[src/rtl/usb_sie_rx_ms.sv]
`default_nettype none
// ============================================================================
// Module   : usb_sie_rx_ms
// Purpose  : USB receive-side SIE. Synchronises and glitch-filters the D+/D-
//            pads, recovers bits by oversampling with phase resync on every
//            accepted transition, then NRZI-decodes, unstuffs, detects
//            SYNC/EOP, assembles bytes and flags bus reset.
// Ports    : clk, rst (sync, active-high)
//            dn_rx, dp_rx      - asynchronous pad inputs
//            ls_mode           - low-speed polarity (sampled while idle)
//            tx_active         - transmitter busy, line is ignored
//            rx_data/rx_valid  - received byte strobe
//            rx_active         - packet in progress
//            rx_error/rx_err_code - error pulse and sticky code
//            rx_byte_cnt       - bytes delivered in current/last packet
//            line_state        - filtered line state (00 SE0, 01 J, 10 K)
//            bus_reset         - bus reset detected
// Revision : 1.0 - initial release
// ============================================================================
module usb_sie_rx_ms #(
  parameter int OVERSAMPLE   = 4,
  parameter int MAX_BYTES    = 1027,
  parameter int RESET_CYCLES = 255
) (
  input  logic                             clk,
  input  logic                             rst,
  input  logic                             dn_rx,
  input  logic                             dp_rx,
  input  logic                             ls_mode,
  input  logic                             tx_active,
  output logic [7:0]                       rx_data,
  output logic                             rx_valid,
  output logic                             rx_active,
  output logic                             rx_error,
  output logic [1:0]                       rx_err_code,
  output logic [$clog2(MAX_BYTES+1)-1:0]   rx_byte_cnt,
  output logic [1:0]                       line_state,
  output logic                             bus_reset
);

  localparam int PH_W  = $clog2(OVERSAMPLE);
  localparam int BC_W  = $clog2(MAX_BYTES + 1);
  localparam int RST_W = $clog2(RESET_CYCLES + 1);

  localparam logic [PH_W-1:0]  PH_MAX  = PH_W'(OVERSAMPLE - 1);
  localparam logic [PH_W-1:0]  PH_STB  = PH_W'(OVERSAMPLE / 2 - 1);
  localparam logic [BC_W-1:0]  BC_MAX  = BC_W'(MAX_BYTES);
  localparam logic [RST_W-1:0] RST_MAX = RST_W'(RESET_CYCLES);

  localparam logic [1:0] LS_SE0 = 2'b00;
  localparam logic [1:0] LS_J   = 2'b01;

  localparam logic [1:0] ERR_STUFF = 2'b01;
  localparam logic [1:0] ERR_ALIGN = 2'b10;
  localparam logic [1:0] ERR_OVFL  = 2'b11;

  typedef enum logic [1:0] {
    S_IDLE     = 2'd0,
    S_ACTIVE   = 2'd1,
    S_ERR_WAIT = 2'd2
  } state_t;

  state_t          state_q;
  logic [1:0]      sync1_q, sync2_q, hold_q, filt_q;
  logic [PH_W-1:0] phase_q;
  logic [1:0]      last_jk_q;
  logic [3:0]      hist_q;      // [3:2] older sample, [1:0] newer sample
  logic [2:0]      ones_q;
  logic [6:0]      sync_sr_q;   // previous 7 decoded bits, oldest at MSB
  logic [6:0]      shreg_q;
  logic [2:0]      bitcnt_q;
  logic [BC_W-1:0] byte_cnt_q;
  logic            pol_q;
  logic [7:0]      rx_data_q;
  logic            rx_valid_q, rx_active_q, rx_error_q, bus_reset_q;
  logic [1:0]      rx_err_code_q, line_state_q;
  logic [RST_W-1:0] se0_cnt_q;

  // Pair {dn,dp}: equal bits are SE0 (SE1 folded in); low speed swaps J/K.
  function automatic logic [1:0] f_decode(input logic [1:0] pair, input logic pol);
    if (pair[1] == pair[0]) return LS_SE0;
    return pol ? {pair[0], pair[1]} : pair;
  endfunction

  logic       w_pol, w_accept, w_strobe, w_bit_vld, w_bit, w_eop;
  logic       w_stuff_slot, w_stuff_err, w_data_vld, w_overflow, w_sync_hit;
  logic [1:0] w_line;

  always_comb begin
    // Polarity is live while idle and frozen for the rest of a packet.
    w_pol        = (state_q == S_IDLE) ? ls_mode : pol_q;
    w_line       = f_decode(filt_q, w_pol);
    w_accept     = (sync2_q == hold_q) && (sync2_q != filt_q);
    w_strobe     = (phase_q == PH_STB);
    w_bit_vld    = w_strobe && (w_line != LS_SE0);
    w_bit        = (w_line == last_jk_q);
    w_eop        = w_strobe && (hist_q[3:2] == LS_SE0) && (hist_q[1:0] == LS_SE0)
                   && (w_line == LS_J);
    // The bit following six 1s is a stuff slot only inside a packet.
    w_stuff_slot = w_bit_vld && (ones_q == 3'd6) && (state_q != S_IDLE);
    w_stuff_err  = w_stuff_slot && w_bit && (state_q == S_ACTIVE);
    w_data_vld   = w_bit_vld && !w_stuff_slot;
    w_overflow   = (state_q == S_ACTIVE) && w_data_vld && !w_eop
                   && (bitcnt_q == 3'd7) && (byte_cnt_q == BC_MAX);
    w_sync_hit   = (state_q == S_IDLE) && w_data_vld && !tx_active
                   && ({sync_sr_q, w_bit} == 8'h01);
  end

  always_ff @(posedge clk) begin
    if (rst) begin
      state_q       <= S_IDLE;
      sync1_q       <= LS_J;
      sync2_q       <= LS_J;
      hold_q        <= LS_J;
      filt_q        <= LS_J;
      phase_q       <= '0;
      last_jk_q     <= LS_J;
      hist_q        <= {LS_J, LS_J};
      ones_q        <= '0;
      sync_sr_q     <= 7'h7F;
      shreg_q       <= '0;
      bitcnt_q      <= '0;
      byte_cnt_q    <= '0;
      pol_q         <= 1'b0;
      rx_data_q     <= '0;
      rx_valid_q    <= 1'b0;
      rx_active_q   <= 1'b0;
      rx_error_q    <= 1'b0;
      rx_err_code_q <= '0;
      line_state_q  <= LS_J;
      se0_cnt_q     <= '0;
      bus_reset_q   <= 1'b0;
    end else begin
      sync1_q      <= {dn_rx, dp_rx};
      sync2_q      <= sync1_q;
      hold_q       <= sync2_q;
      if (w_accept) filt_q <= sync2_q;
      phase_q      <= (w_accept || phase_q == PH_MAX) ? '0 : phase_q + PH_W'(1);
      line_state_q <= w_line;

      // Bus reset: saturating SE0 run counter, independent of the FSM.
      if (w_line == LS_SE0) begin
        if (se0_cnt_q != RST_MAX) se0_cnt_q <= se0_cnt_q + RST_W'(1);
        bus_reset_q <= (se0_cnt_q == RST_MAX);
      end else begin
        se0_cnt_q   <= '0;
        bus_reset_q <= 1'b0;
      end

      rx_valid_q <= 1'b0;
      rx_error_q <= 1'b0;

      if (w_strobe) hist_q <= {hist_q[1:0], w_line};

      if (w_bit_vld) begin
        last_jk_q <= w_line;
        if (w_stuff_slot || !w_bit) ones_q <= '0;
        else if (ones_q != 3'd6)    ones_q <= ones_q + 3'd1;
      end
      if (w_data_vld) sync_sr_q <= {sync_sr_q[5:0], w_bit};

      case (state_q)
        S_IDLE: begin
          if (w_sync_hit) begin
            state_q     <= S_ACTIVE;
            rx_active_q <= 1'b1;
            byte_cnt_q  <= '0;
            bitcnt_q    <= '0;
            pol_q       <= ls_mode;
          end
        end
        S_ACTIVE: begin
          if (w_overflow) begin
            state_q       <= S_ERR_WAIT;
            rx_error_q    <= 1'b1;
            rx_err_code_q <= ERR_OVFL;
          end else if (w_stuff_err) begin
            state_q       <= S_ERR_WAIT;
            rx_error_q    <= 1'b1;
            rx_err_code_q <= ERR_STUFF;
          end else if (w_eop || tx_active) begin
            state_q     <= S_IDLE;
            rx_active_q <= 1'b0;
            sync_sr_q   <= 7'h7F;  // packet bits must not seed a false SYNC
            if (w_eop && bitcnt_q != 3'd0) begin
              rx_error_q    <= 1'b1;
              rx_err_code_q <= ERR_ALIGN;
            end
          end else if (w_data_vld) begin
            shreg_q  <= {w_bit, shreg_q[6:1]};
            bitcnt_q <= bitcnt_q + 3'd1;
            if (bitcnt_q == 3'd7) begin
              rx_data_q  <= {w_bit, shreg_q};
              rx_valid_q <= 1'b1;
              byte_cnt_q <= byte_cnt_q + BC_W'(1);
            end
          end
        end
        S_ERR_WAIT: begin
          if (w_eop || tx_active) begin
            state_q     <= S_IDLE;
            rx_active_q <= 1'b0;
            sync_sr_q   <= 7'h7F;
          end
        end
        default: state_q <= S_IDLE;
      endcase
    end
  end

  assign rx_data     = rx_data_q;
  assign rx_valid    = rx_valid_q;
  assign rx_active   = rx_active_q;
  assign rx_error    = rx_error_q;
  assign rx_err_code = rx_err_code_q;
  assign rx_byte_cnt = byte_cnt_q;
  assign line_state  = line_state_q;
  assign bus_reset   = bus_reset_q;

endmodule
`default_nettype wire
[config.mk]
export PLATFORM = sky130hd
export DESIGN_NAME = usb_sie_rx_ms
export DESIGN_NICKNAME = d
export VERILOG_FILES = /design/src/rtl/usb_sie_rx_ms.sv
export SDC_FILE = /design/constraint.sdc
export NUM_CORES = 1
export LEC_CHECK = 0
export BUFFER_PORTS_ARGS = -buffer_cell sky130_fd_sc_hd__buf_2
export CAP_MARGIN = 25
export CORE_UTILIZATION = 56
export DETAILED_ROUTE_END_ITERATION = 6
export HOLD_SLACK_MARGIN = 0.02
export PLACE_DENSITY = 0.78
export REMOVE_ABC_BUFFERS = 1
export SLEW_MARGIN = 5
export SYNTH_ARGS = -nofsm -noshare
export SYNTH_HDL_FRONTEND = slang
export SYNTH_SLANG_ARGS = --single-unit
export TNS_END_PERCENT = 20
[constraint.sdc]
create_clock -name clk -period 3.12 [get_ports clk]
set_input_delay 0.156 -clock clk [delete_from_list [all_inputs] [get_ports clk]]
set_output_delay 0.156 -clock clk [all_outputs]
set_load 0.1 [all_outputs]
# Yosys cells after proc, flatten, opt, wreduce, memory -nomap -nowiden
# Cells that the tools add are included.
# word_totals
latchBits	0
in_bits	6
output_inout_bits	27
wordCells	148
mem_bits_ro	0
n_memories	0
reg_bits	74
ram_bits	0
# op_classes
n_eq_ne	22
mul	0
order_cmp	0
div_mod_pow	0
n_addsub	5
reduce_logical	49
n_shift	0
n_mux	44
bitwise_logic	6
# ops
op	n
$mux W11	6
$mux W7	4
$mux W2	11
$pmux W11 S2	1
$mux W3	7
$logic_and A1 B1 Y1	18
$pmux W7 S2	1
$reduce_and A6 Y1	2
$reduce_bool A3 Y1	4
$add A11 B1 Y11 const B	1
$eq A11 B11 Y1 const B	1
$mux W1	11
$ne A2 B2 Y1 const B	5
$add A8 B1 Y8 const B	1
$eq A8 B1 Y1 const B	1
$eq A8 B8 Y1 const B	1
$logic_not A2 Y1	4
$ne A8 B8 Y1 const B	1
$reduce_bool A2 Y1	4
$reduce_and A7 Y1	1
$add A3 B1 Y3 const B	2
$eq A2 B1 Y1 const B	3
$eq A3 B3 Y1 const B	2
$not A1 Y1	6
other kinds (18)	28

# Longest topological paths before layout
# Gate-level depths: netlist of run 1.
# depth
ltp_word	16
ltp_mapped	11
ltp_nobuf	8

# Worst setup path before layout of run 1
# Ideal clock, no wire load.
# synth_timing
kind	register to register
startpoint	register state_q[0]
endpoint	register byte_cnt_q[8], in the netlist rx_byte_cnt[8]
required_ns	3.048
slack_ns	0.465
path_stages_with_launch	10
path_buffers	1
period_less_slack_ns	2.655
t_arrival_ns	2.583
setup_ns	0.072
path_cell_list	dfxtp_1 -> inv_1 -> ha_1 -> mux2i_1 -> mux2_2 -> a211oi_2 -> a31oi_2 -> buf_2 -> nor4_2 -> mux2i_1
# synth_via
elab_chain_cells	16
elab_cells_between_ends	36
classes_between	10 x eq/ne; 4 x mux; 22 x reduce/logical
# synth_rtl
item	line	rtl
start: declaration	63	state_t state_q;
start signal: assignment	111	state_q <= S_IDLE;
start signal: assignment	165	state_q <= S_ACTIVE;
start signal: assignment	174	state_q <= S_ERR_WAIT;
$logic_not A2 Y1	91, 105, 162	
$mux W1	91	w_pol = (state_q == S_IDLE) ? ls_mode : pol_q;
$mux W2 (2 in a row)	82	return pol ? {pair[0], pair[1]} : pair;
$reduce_bool A2 Y1	95	w_bit_vld = w_strobe && (w_line != LS_SE0);
$logic_and A1 B1 Y1	95	
$logic_and A1 B1 Y1 (2 in a row)	100	w_stuff_slot = w_bit_vld && (ones_q == 3'd6) && (state_q != S_IDLE);
$logic_not A1 Y1	102	w_data_vld = w_bit_vld && !w_stuff_slot;
$logic_and A1 B1 Y1	102	
$logic_and A1 B1 Y1 (2 in a row)	103	w_overflow = (state_q == S_ACTIVE) && w_data_vld && !w_eop
$logic_and A1 B1 Y1 (2 in a row)	104	&& (bitcnt_q == 3'd7) && (byte_cnt_q == BC_MAX);
$ne A2 B2 Y1 (no source line)	-	
$reduce_and A7 Y1 (no source line)	-	
end signal: assignment	195	byte_cnt_q <= byte_cnt_q + BC_W'(1);
end: declaration	72	logic [BC_W-1:0] byte_cnt_q;
# Parallel ways exist; a longest one is shown, timed or not.
# A chain may end at the register's enable or synchronous reset.

# Worst setup path in the final report of run 1
# layout_timing
startpoint	register state_q[0]
endpoint	register sync_sr_q[5]
# layout_via
elab_chain_cells	16
elab_cells_between_ends	29
classes_between	4 x eq/ne; 8 x mux; 17 x reduce/logical
# layout_rtl
item	line	rtl
parallel branches: the longest is 15 deep, another holds $mux W7	-	
$pmux W7 S2 (*)	162	case (state_q)
end signal: assignment	160	if (w_data_vld) sync_sr_q <= {sync_sr_q[5:0], w_bit};
end: declaration	69	logic [6:0] sync_sr_q;
# Every way passes the cells marked *.

==> results of run 1 <==
==> registers in the layout (all words and copies together), names as in the netlist, 3 cells and up <==
name	cells
shreg_q	7
sync_sr_q	7
rx_byte_cnt	11
hist_q	4
rx_data	8
se0_cnt_q	8
bitcnt_q	3
ones_q	3
==> timing repair <==
action	in CTS	in global routing
buffers inserted	0	0
hold buffers	2	0
endpoints found under the hold margin	2	0
==> synth_stat cells, types with 3 or more instances <==
cell / instances
sky130_fd_sc_hd__dfxtp_1: 74
sky130_fd_sc_hd__nor2_1: 40
sky130_fd_sc_hd__mux2i_1: 35
sky130_fd_sc_hd__nand2_1: 28
sky130_fd_sc_hd__a21oi_1: 20
sky130_fd_sc_hd__o21ai_0: 18
sky130_fd_sc_hd__nand3_1: 15
sky130_fd_sc_hd__ha_1: 13
sky130_fd_sc_hd__inv_1: 13
sky130_fd_sc_hd__clkbuf_1: 9
sky130_fd_sc_hd__nand2b_1: 8
sky130_fd_sc_hd__nor3_1: 7
sky130_fd_sc_hd__a31oi_1: 6
sky130_fd_sc_hd__o31ai_1: 6
sky130_fd_sc_hd__or4_1: 6
sky130_fd_sc_hd__nor2b_1: 5
sky130_fd_sc_hd__or2_2: 5
sky130_fd_sc_hd__xnor2_1: 5
sky130_fd_sc_hd__nand4_1: 4
sky130_fd_sc_hd__mux2_2: 3
sky130_fd_sc_hd__nor4_1: 3
sky130_fd_sc_hd__xor2_1: 3
==> worst max-delay path: stages, from the launching register on <==
cell	delay (ns)
sky130_fd_sc_hd__dfxtp_1	0.35
sky130_fd_sc_hd__inv_1	0.09
sky130_fd_sc_hd__ha_1	0.20
sky130_fd_sc_hd__buf_4	0.20
sky130_fd_sc_hd__mux2_2	0.35
sky130_fd_sc_hd__a221oi_1	0.57
sky130_fd_sc_hd__nor3_1	0.23
sky130_fd_sc_hd__o31ai_1	0.41
sky130_fd_sc_hd__a31oi_1	0.27
sky130_fd_sc_hd__o21ai_0	0.17
==> metrics by stage <==
| step | total power [uW] | cell area, um2 |
|---|---|---|
| finish | 1744 | 3890 |
| floorplan | 1081 | 3392 |
| global placement | 1117 | 3706 |
| global route | 1811 | 3890 |
| detailed placement | 1121 | 3706 |
| CTS | 1750 | 3890 |
==> layout make-up <==
cell class                      count  area, um2  area share [%]
Multi-Input combinational cell    275       1854           47.67
Sequential cell                    74       1481           38.08
Clock inverter                      3      15.01          0.3860
Inverter                           15      56.30           1.447
Tap cell                           75      93.84           2.412
Timing Repair Buffer               42      240.2           6.176
Clock buffer                       13      148.9           3.828
==> cell families after synthesis <==
family | share of synthesized area (%)
buffers and inverters | 3.125
and+or+nand+nor | 21.98
xor gates and xnor gates | 2.035
AOI/OAI and AO/OA | 13.95
DFF | 43.02
muxes | 11.16
adders and majority gates | 4.724
==> worst paths after layout <==
| path | depth (start not counted) | startpoint | end |
|---|---|---|---|
| max reg2reg | 9 | state_q[0] | sync_sr_q[5] |
| min reg2reg | 1 | sync1_q[0] | sync2_q[0] |
| min | 3 | ls_mode | pol_q |
| max | 9 | state_q[0] | sync_sr_q[5] |
==> layer usage <==
layer | routed length, um | vias to the layer above | GRT usage [%]
li1 | - | 1432 | -
met1 | 3246 | 1309 | 29.87
met2 | 3290 | 73 | 37.12
met3 | 327 | 11 | 5.114
met4 | 128 | 0 | 11.96
met5 | 0 | - | 0
==> report_power, final <==
group          internal (uW)  switching (uW)
Sequential               962            12.5
Combinational           44.4            82.8
Clock                    307             335
==> placed cells by master, fill, tap and decap left out, types with 3 or more instances in the layout <==
cell and instances:
sky130_fd_sc_hd__a21oi_1 20, sky130_fd_sc_hd__a31oi_1 6, sky130_fd_sc_hd__buf_2 32, sky130_fd_sc_hd__buf_4 8, sky130_fd_sc_hd__clkbuf_1 3, sky130_fd_sc_hd__clkbuf_8 10
sky130_fd_sc_hd__clkinv_2 3, sky130_fd_sc_hd__dfxtp_1 74, sky130_fd_sc_hd__ha_1 13, sky130_fd_sc_hd__inv_1 13, sky130_fd_sc_hd__mux2_2 3, sky130_fd_sc_hd__mux2i_1 35
sky130_fd_sc_hd__nand2_1 28, sky130_fd_sc_hd__nand2b_1 8, sky130_fd_sc_hd__nand3_1 15, sky130_fd_sc_hd__nand4_1 4, sky130_fd_sc_hd__nor2_1 40, sky130_fd_sc_hd__nor2b_1 5
sky130_fd_sc_hd__nor3_1 7, sky130_fd_sc_hd__nor4_1 3, sky130_fd_sc_hd__o21ai_0 18, sky130_fd_sc_hd__o31ai_1 6, sky130_fd_sc_hd__or2_2 5, sky130_fd_sc_hd__or4_1 6
sky130_fd_sc_hd__xnor2_1 5, sky130_fd_sc_hd__xor2_1 3
==> impl_table.tex, run 1 <==
\begin{tabular}{lr}
\hline
Metric & Value \\
\hline
\multicolumn{2}{l}{\textbf{Status}} \\
\quad Result of the run & completed \\
\multicolumn{2}{l}{\textbf{Worst setup path}} \\
\quad Arrival time at the worst endpoint & 3.17 ns \\
\quad Endpoint kind of the worst setup timing path & flop \\
\quad Type of the worst setup path & reg2reg \\
\quad Worst R2R Setup Slack & between 0.2 and 0.25 ns \\
\quad Sort of element at the start of the critical path & flop \\
\quad Critical-path maximum fanout & 11 \\
\quad Worst EP required & 3.39 ns \\
\multicolumn{2}{l}{\textbf{Placed design}} \\
\quad Worst slack at placement & 0.2569 ns \\
\quad Number of cells in the design after placement & 479 \\
\quad Count of buffers from port buffering & 32 \\
\quad Weighted congestion at the end of routability-driven global placement & just under 0.9 \\
\quad Total half-perimeter wirelength after legalization and detailed placement & 4.971 mm \\
\multicolumn{2}{l}{\textbf{STA}} \\
\quad Hold Vio Cnt, Final & 0 \\
\quad Time the worst path needs with I/O delays and setup & 2.908 ns \\
\quad Setup repair after global routing missed its margin & no \\
\quad Final cycle utilization of the critical path & 93.22\% \\
\quad Setup slack after layout & 0.2116 ns \\
\quad Final setup violation count & 0 \\
\quad Post-route setup TNS & 0 ns \\
\quad Fin Clk Skew & 0.01203 ns \\
\quad Max-slew headroom & between 50\% and 60\% \\
\quad Worst Max-Slew Pin Slew & $\sim$0.70 ns \\
\quad Peak Freq & between 300 and 400 MHz \\
\quad Post-route worst hold slack & 0.1148 ns \\
\quad Final-report max-slew violation count & 0 \\
\multicolumn{2}{l}{\textbf{Logic synthesis}} \\
\quad Sequential fraction of the synthesis area & 43.02\% \\
\quad Async set-or-reset flop fraction in the synthesized netlist & 0\% \\
\quad Top cells by area, synth & sky130\_fd\_sc\_hd\_\_dfxtp\_1 43\%, sky130\_fd\_sc\_hd\_\_mux2i\_1 10\%, sky130\_fd\_sc\_hd\_\_ha\_1 4.7\%, sky130\_fd\_sc\_hd\_\_nor2\_1 4.4\%, sky130\_fd\_sc\_hd\_\_nand2\_1 3.1\% \\
\quad Top flip-flop cell by instance count after synthesis & sky130\_fd\_sc\_hd\_\_dfxtp\_1 \\
\quad Number of synthesized flops with an enable pin & 0 \\
\quad Yosys top cell area share & a little over two fifths \\
\quad Syn. warnings & 0 \\
\quad Post-synthesis instance total & 376 \\
\quad Avg Cell Area, Syn & 9.158 um2 \\
\quad Post-synthesis register bit count & between 70 and 80 \\
\quad Most area-hungry cell type in the Yosys netlist & sky130\_fd\_sc\_hd\_\_dfxtp\_1 \\
\quad Count of unique library cells instantiated by Yosys & 58 \\
\quad Cell area after technology mapping & roughly 3400 um2 \\
\multicolumn{2}{l}{\textbf{Clocking}} \\
\quad Clock slew at reported path FFs & 0.08 ns \\
\quad CTS max path bufs & 2 \\
\quad Number of clock sinks seen by CTS & 74 \\
\quad Resize count post-CTS & 0 \\
\quad H-tree levels & 3 \\
\quad CTS Root Cell & sky130\_fd\_sc\_hd\_\_clkbuf\_8 \\
\quad Total clock buffers created by CTS & 9 \\
\quad Source-to-sink clock delay at the later pin of the worst-skew pair & 0.35 ns \\
\quad TritonCTS clock tree & built \\
\multicolumn{2}{l}{\textbf{GRT}} \\
\quad Global-route wire length before repair & around 12 mm \\
\quad Combined global-route utilization of all metal layers & 23.48\% \\
\quad Vias in the first global route & 2505 \\
\quad Antenna violations before repair & 0 \\
\quad Maximum number of pins on one net before global-route repair & 43 \\
\quad Gr ovfl total & 0 \\
\multicolumn{2}{l}{\textbf{Die}} \\
\quad Total number of placement rows & 28 \\
\quad Core region area & 5921 um2 \\
\quad Initial core utilization & 58.16\% \\
\quad IO Pins & 33 \\
\quad Full die area & roughly 6500 um2 \\
\quad Vert. Die Dim & 80.42 um \\
\quad Die W & 80.42 um \\
\multicolumn{2}{l}{\textbf{Cells and area}} \\
\quad Count of nets after finishing & between 400 and 500 \\
\quad Final antenna diode count & 0 \\
\quad Fin util & 65.70\% \\
\quad Ratio of cells with drive above 1 in the final layout & about 17\% \\
\quad Fill cells & 500 \\
\quad Growth of design area from synthesis to finish & 12.97\% \\
\quad Number of standard cells in the layout, taps in and fillers out & 497 \\
\multicolumn{2}{l}{\textbf{Hold path}} \\
\quad Type of the tightest min-delay check & in2reg \\
\multicolumn{2}{l}{\textbf{Route}} \\
\quad Number of search-and-repair iterations in the first detailed-routing pass & 4 \\
\quad Iter 0 DRT Violations & 143 \\
\quad Routed wire length & 6.993 mm \\
\quad Average routed wire per standard cell & 14.07 um \\
\quad Number of design rule violations left after detail routing & 0 \\
\quad Via count & 2825 \\
\quad Ratio of routed vias to standard cells & 5.684 \\
\quad Count of nets left with antenna violations after detail routing & 0 \\
\multicolumn{2}{l}{\textbf{Run}} \\
\quad Max-cap violations & 0 \\
\multicolumn{2}{l}{\textbf{Pwr}} \\
\quad Worst vdd rail ir drop & 0.3173 mV \\
\quad Static leakage power & 0.001629 uW \\
\quad Power Dens Cells & 448.3 nW/um2 \\
\hline
\end{tabular}
Power figures use the tool's default switching activity.
==> inputs of run 2 (changes only) <==
- BUFFER_PORTS_ARGS: -buffer_cell sky130_fd_sc_hd__buf_2 -> -buffer_cell sky130_fd_sc_hd__buf_4
==> impl_table.tex, run 2 (synthesis gave the netlist of run 1 again) <==
\begin{tabular}{lr}
\hline
Metric & Value \\
\hline
\multicolumn{2}{l}{\textbf{Cells and area}} \\
\quad Most frequent cells in the layout & 74 x sky130\_fd\_sc\_hd\_\_dfxtp\_1, 40 x sky130\_fd\_sc\_hd\_\_nor2\_1, 39 x sky130\_fd\_sc\_hd\_\_buf\_4 \\
\quad Ratio of cells with drive above 1 in the final layout & 16.90\% (-0.16 points) \\
\quad Growth of design area from synthesis to finish & 15.95\% \\
\quad Count of nets after finishing & 435 (-0.23\%) \\
\quad Most common cell after layout, fill and taps aside & sky130\_fd\_sc\_hd\_\_dfxtp\_1 \\
\quad Max FFs per register & 11 (unchanged) \\
\quad Final antenna diode count & 0 (unchanged) \\
\quad Number of standard cells in the layout, taps in and fillers out & 495 (-0.40\%) \\
\multicolumn{2}{l}{\textbf{Placed design}} \\
\quad Count of buffers from port buffering & 32 (unchanged) \\
\quad Number of cells in the design after placement & 478 (-0.21\%) \\
\quad Weighted congestion at the end of routability-driven global placement & 0.8702 (-1.2\%) \\
\quad Total half-perimeter wirelength after legalization and detailed placement & 4.820 mm (-3.0\%) \\
\multicolumn{2}{l}{\textbf{Die}} \\
\quad Initial core utilization & 58.16\% (unchanged) \\
\quad Vert. Die Dim & 80.42 um (unchanged) \\
\quad IO Pins & 33 (unchanged) \\
\quad Total number of placement rows & 28 (unchanged) \\
\quad Die W & 80.42 um (unchanged) \\
\quad Core region area & 5921 um2 (unchanged) \\
\quad Full die area & 6467 um2 (unchanged) \\
\multicolumn{2}{l}{\textbf{GRT}} \\
\quad Vias in the first global route & 2648 (+5.7\%) \\
\quad Gr ovfl total & 0 (unchanged) \\
\quad Global-route wire length before repair & 11.93 mm (+3.1\%) \\
\quad Antenna violations before repair & 0 (unchanged) \\
\quad Maximum number of pins on one net before global-route repair & 44 (+2.3\%) \\
\quad Combined global-route utilization of all metal layers & 24.01\% (+0.53 points) \\
\multicolumn{2}{l}{\textbf{Worst setup path}} \\
\quad Slowest stage delay, CP & 0.57 ns (about the same) \\
\quad Cell-by-cell trace of the critical path & inv\_1 > ha\_1 > mux2i\_1 > mux2\_2 > a211oi\_2 > a31oi\_4 > or4\_1 > a21oi\_1 \\
\quad Type of the worst setup path & reg2reg \\
\quad Crit-path slowest cell & sky130\_fd\_sc\_hd\_\_or4\_1 \\
\quad Count of cell instances traversed by the critical path & 8 (-1) \\
\quad Worst-case reg-to-reg path depth & 8 (-1) \\
\quad Arrival time at the worst endpoint & 3.16 ns (about the same) \\
\quad Endpoint kind of the worst setup timing path & flop \\
\quad Largest delay share family, worst path & compound AO/OA/AOI/OAI gates \\
\quad Sort of element at the start of the critical path & flop \\
\quad Critical-path maximum fanout & 15 (+4) \\
\quad Worst R2R Setup Slack & 0.24 ns (+0.03 ns) \\
\quad Worst EP required & 3.40 ns (about the same) \\
\quad Crit path buffers/inverters & 1 (-1) \\
\quad Reg-to-reg critical path endpoint & rx\_byte\_cnt[5] \\
\quad Reg2reg start & state\_q[0] \\
\multicolumn{2}{l}{\textbf{Route}} \\
\quad Number of design rule violations left after detail routing & 0 (unchanged) \\
\quad Count of nets left with antenna violations after detail routing & 0 (unchanged) \\
\quad Number of search-and-repair iterations in the first detailed-routing pass & 5 (+1) \\
\quad Ratio of routed vias to standard cells & 5.596 (-1.6\%) \\
\quad Average routed wire per standard cell & 14.04 um (-0.21\%) \\
\quad Routed wire length & 6.950 mm (-0.61\%) \\
\quad Iter 0 DRT Violations & 178 (+24\%) \\
\quad Via count & 2770 (-1.9\%) \\
\multicolumn{2}{l}{\textbf{STA}} \\
\quad Final setup violation count & 0 (unchanged) \\
\quad Final-report max-slew violation count & 0 (unchanged) \\
\quad Time the worst path needs with I/O delays and setup & 2.881 ns (-0.02741 ns) \\
\quad Post-route setup TNS & 0 ns (unchanged) \\
\quad Fin Clk Skew & 0.01140 ns (-0.0006278 ns) \\
\quad Final cycle utilization of the critical path & 92.34\% (-0.88 points) \\
\quad Max-slew headroom & 58.06\% (+4.7 points) \\
\quad Setup repair after global routing missed its margin & no \\
\quad Hold Vio Cnt, Final & 0 (unchanged) \\
\quad Worst Max-Slew Pin Slew & 0.6292 ns (-0.06998 ns) \\
\quad Peak Freq & 347.1 MHz (+0.95\%) \\
\multicolumn{2}{l}{\textbf{Run}} \\
\quad Max-cap violations & 0 (unchanged) \\
\multicolumn{2}{l}{\textbf{Clocking}} \\
\quad Total clock buffers created by CTS & 9 (unchanged) \\
\quad Number of clock sinks seen by CTS & 74 (unchanged) \\
\quad Clock slew at reported path FFs & 0.08 ns (about the same) \\
\quad CTS max path bufs & 2 (unchanged) \\
\quad H-tree levels & 3 (unchanged) \\
\quad Source-to-sink clock delay at the later pin of the worst-skew pair & 0.34 ns (about the same) \\
\quad CTS Root Cell & sky130\_fd\_sc\_hd\_\_clkbuf\_8 \\
\quad Setup repair bufs after CTS & 0 (unchanged) \\
\quad TritonCTS clock tree & built \\
\multicolumn{2}{l}{\textbf{Hold path}} \\
\quad Number of cells on the worst hold path & 3 (unchanged) \\
\quad Beginning of the worst hold path & ls\_mode \\
\quad Worst min-delay path endpoint & pol\_q \\
\quad Type of the tightest min-delay check & in2reg \\
\multicolumn{2}{l}{\textbf{Status}} \\
\quad Result of the run & completed \\
\multicolumn{2}{l}{\textbf{Pwr}} \\
\quad Static leakage power & 0.001637 uW (+0.49\%) \\
\quad Power Dens Cells & 455.8 nW/um2 (+1.7\%) \\
\quad Worst vdd rail ir drop & 0.3202 mV (+0.89\%) \\
\hline
\end{tabular}
==> run 2: cell count changes in the layout (fill, tap and decap cells not counted), sizes merged <==
cell,before,now
clkbuf,13,12
clkinv,5,4
bufinv,0,1
buf,40,39
==> run 2: what timing repair did <==
action,in CTS,in global routing
hold buffers,2,0
endpoints found under the hold margin,2,0
gates resized for setup,0,1
endpoints found under the setup margin,0,4
==> run 2: cell type report <==
cell class | count | area, um2
clock inverters | 3 | 40.04
inverters | 15 | 56.30
flip-flops and latches | 74 | 1481
repair buffers | 41 | 312.8
fillers | 501 | 1928
clock buffers | 12 | 145.1
multi-input cells | 275 | 1863
well taps | 75 | 93.84
==> run 2: per-layer routing <==
metal	vias up	part of all wire, %	routed length, um	track usage, %
met3	6	3.8	263	6.023
met1	1289	48	3347	30.43
met5	-	0	0	0
met2	53	47	3283	39.24
met4	0	0.79	55	8.571
li1	1422	-	-	-
==> run 2: worst reg2reg max path: cells and delay by family (launching register included) <==
kind	cells	cell delay (ns)
buf+inv	1	0.08
fa+ha+maj	1	0.24
compound gates	3	0.88
mux	2	0.66
flops	1	0.40
simple gates	1	0.57
==> run 2: worst max-delay path by stage <==
stage,from,to
finish,state_q[0],rx_byte_cnt[5]
global route,state_q[0],sync_sr_q[1]
CTS,state_q[0],rx_byte_cnt[5]
detailed placement,state_q[0],rx_byte_cnt[5]
global placement,state_q[0],rx_byte_cnt[7]
floorplan,state_q[0],rx_byte_cnt[4]
==> run 2: where the power goes <==
part | internal (uW) | switching (uW) | total (uW)
Clock | 385 | 335 | 720
Sequential | 962 | 12.5 | 974
Combinational | 46.0 | 79.6 | 126
==> run 2: metrics by stage <==
stage	power (uW)	hold slack [ns]	util [%]	setup WS, ns	area, um2
2_1_floorplan	1081	0.2251	-	0.2044	3392
3_3_place_gp	1118	0.3404	63.82	0.3609	3779
3_5_place_dp	1120	0.3438	63.82	0.2042	3779
4_1_cts	1846	0.06374	67.29	0.1778	3984
5_1_grt	1898	0.1032	67.43	0.03443	3993
6_report	1820	0.08395	67.43	0.2390	3993
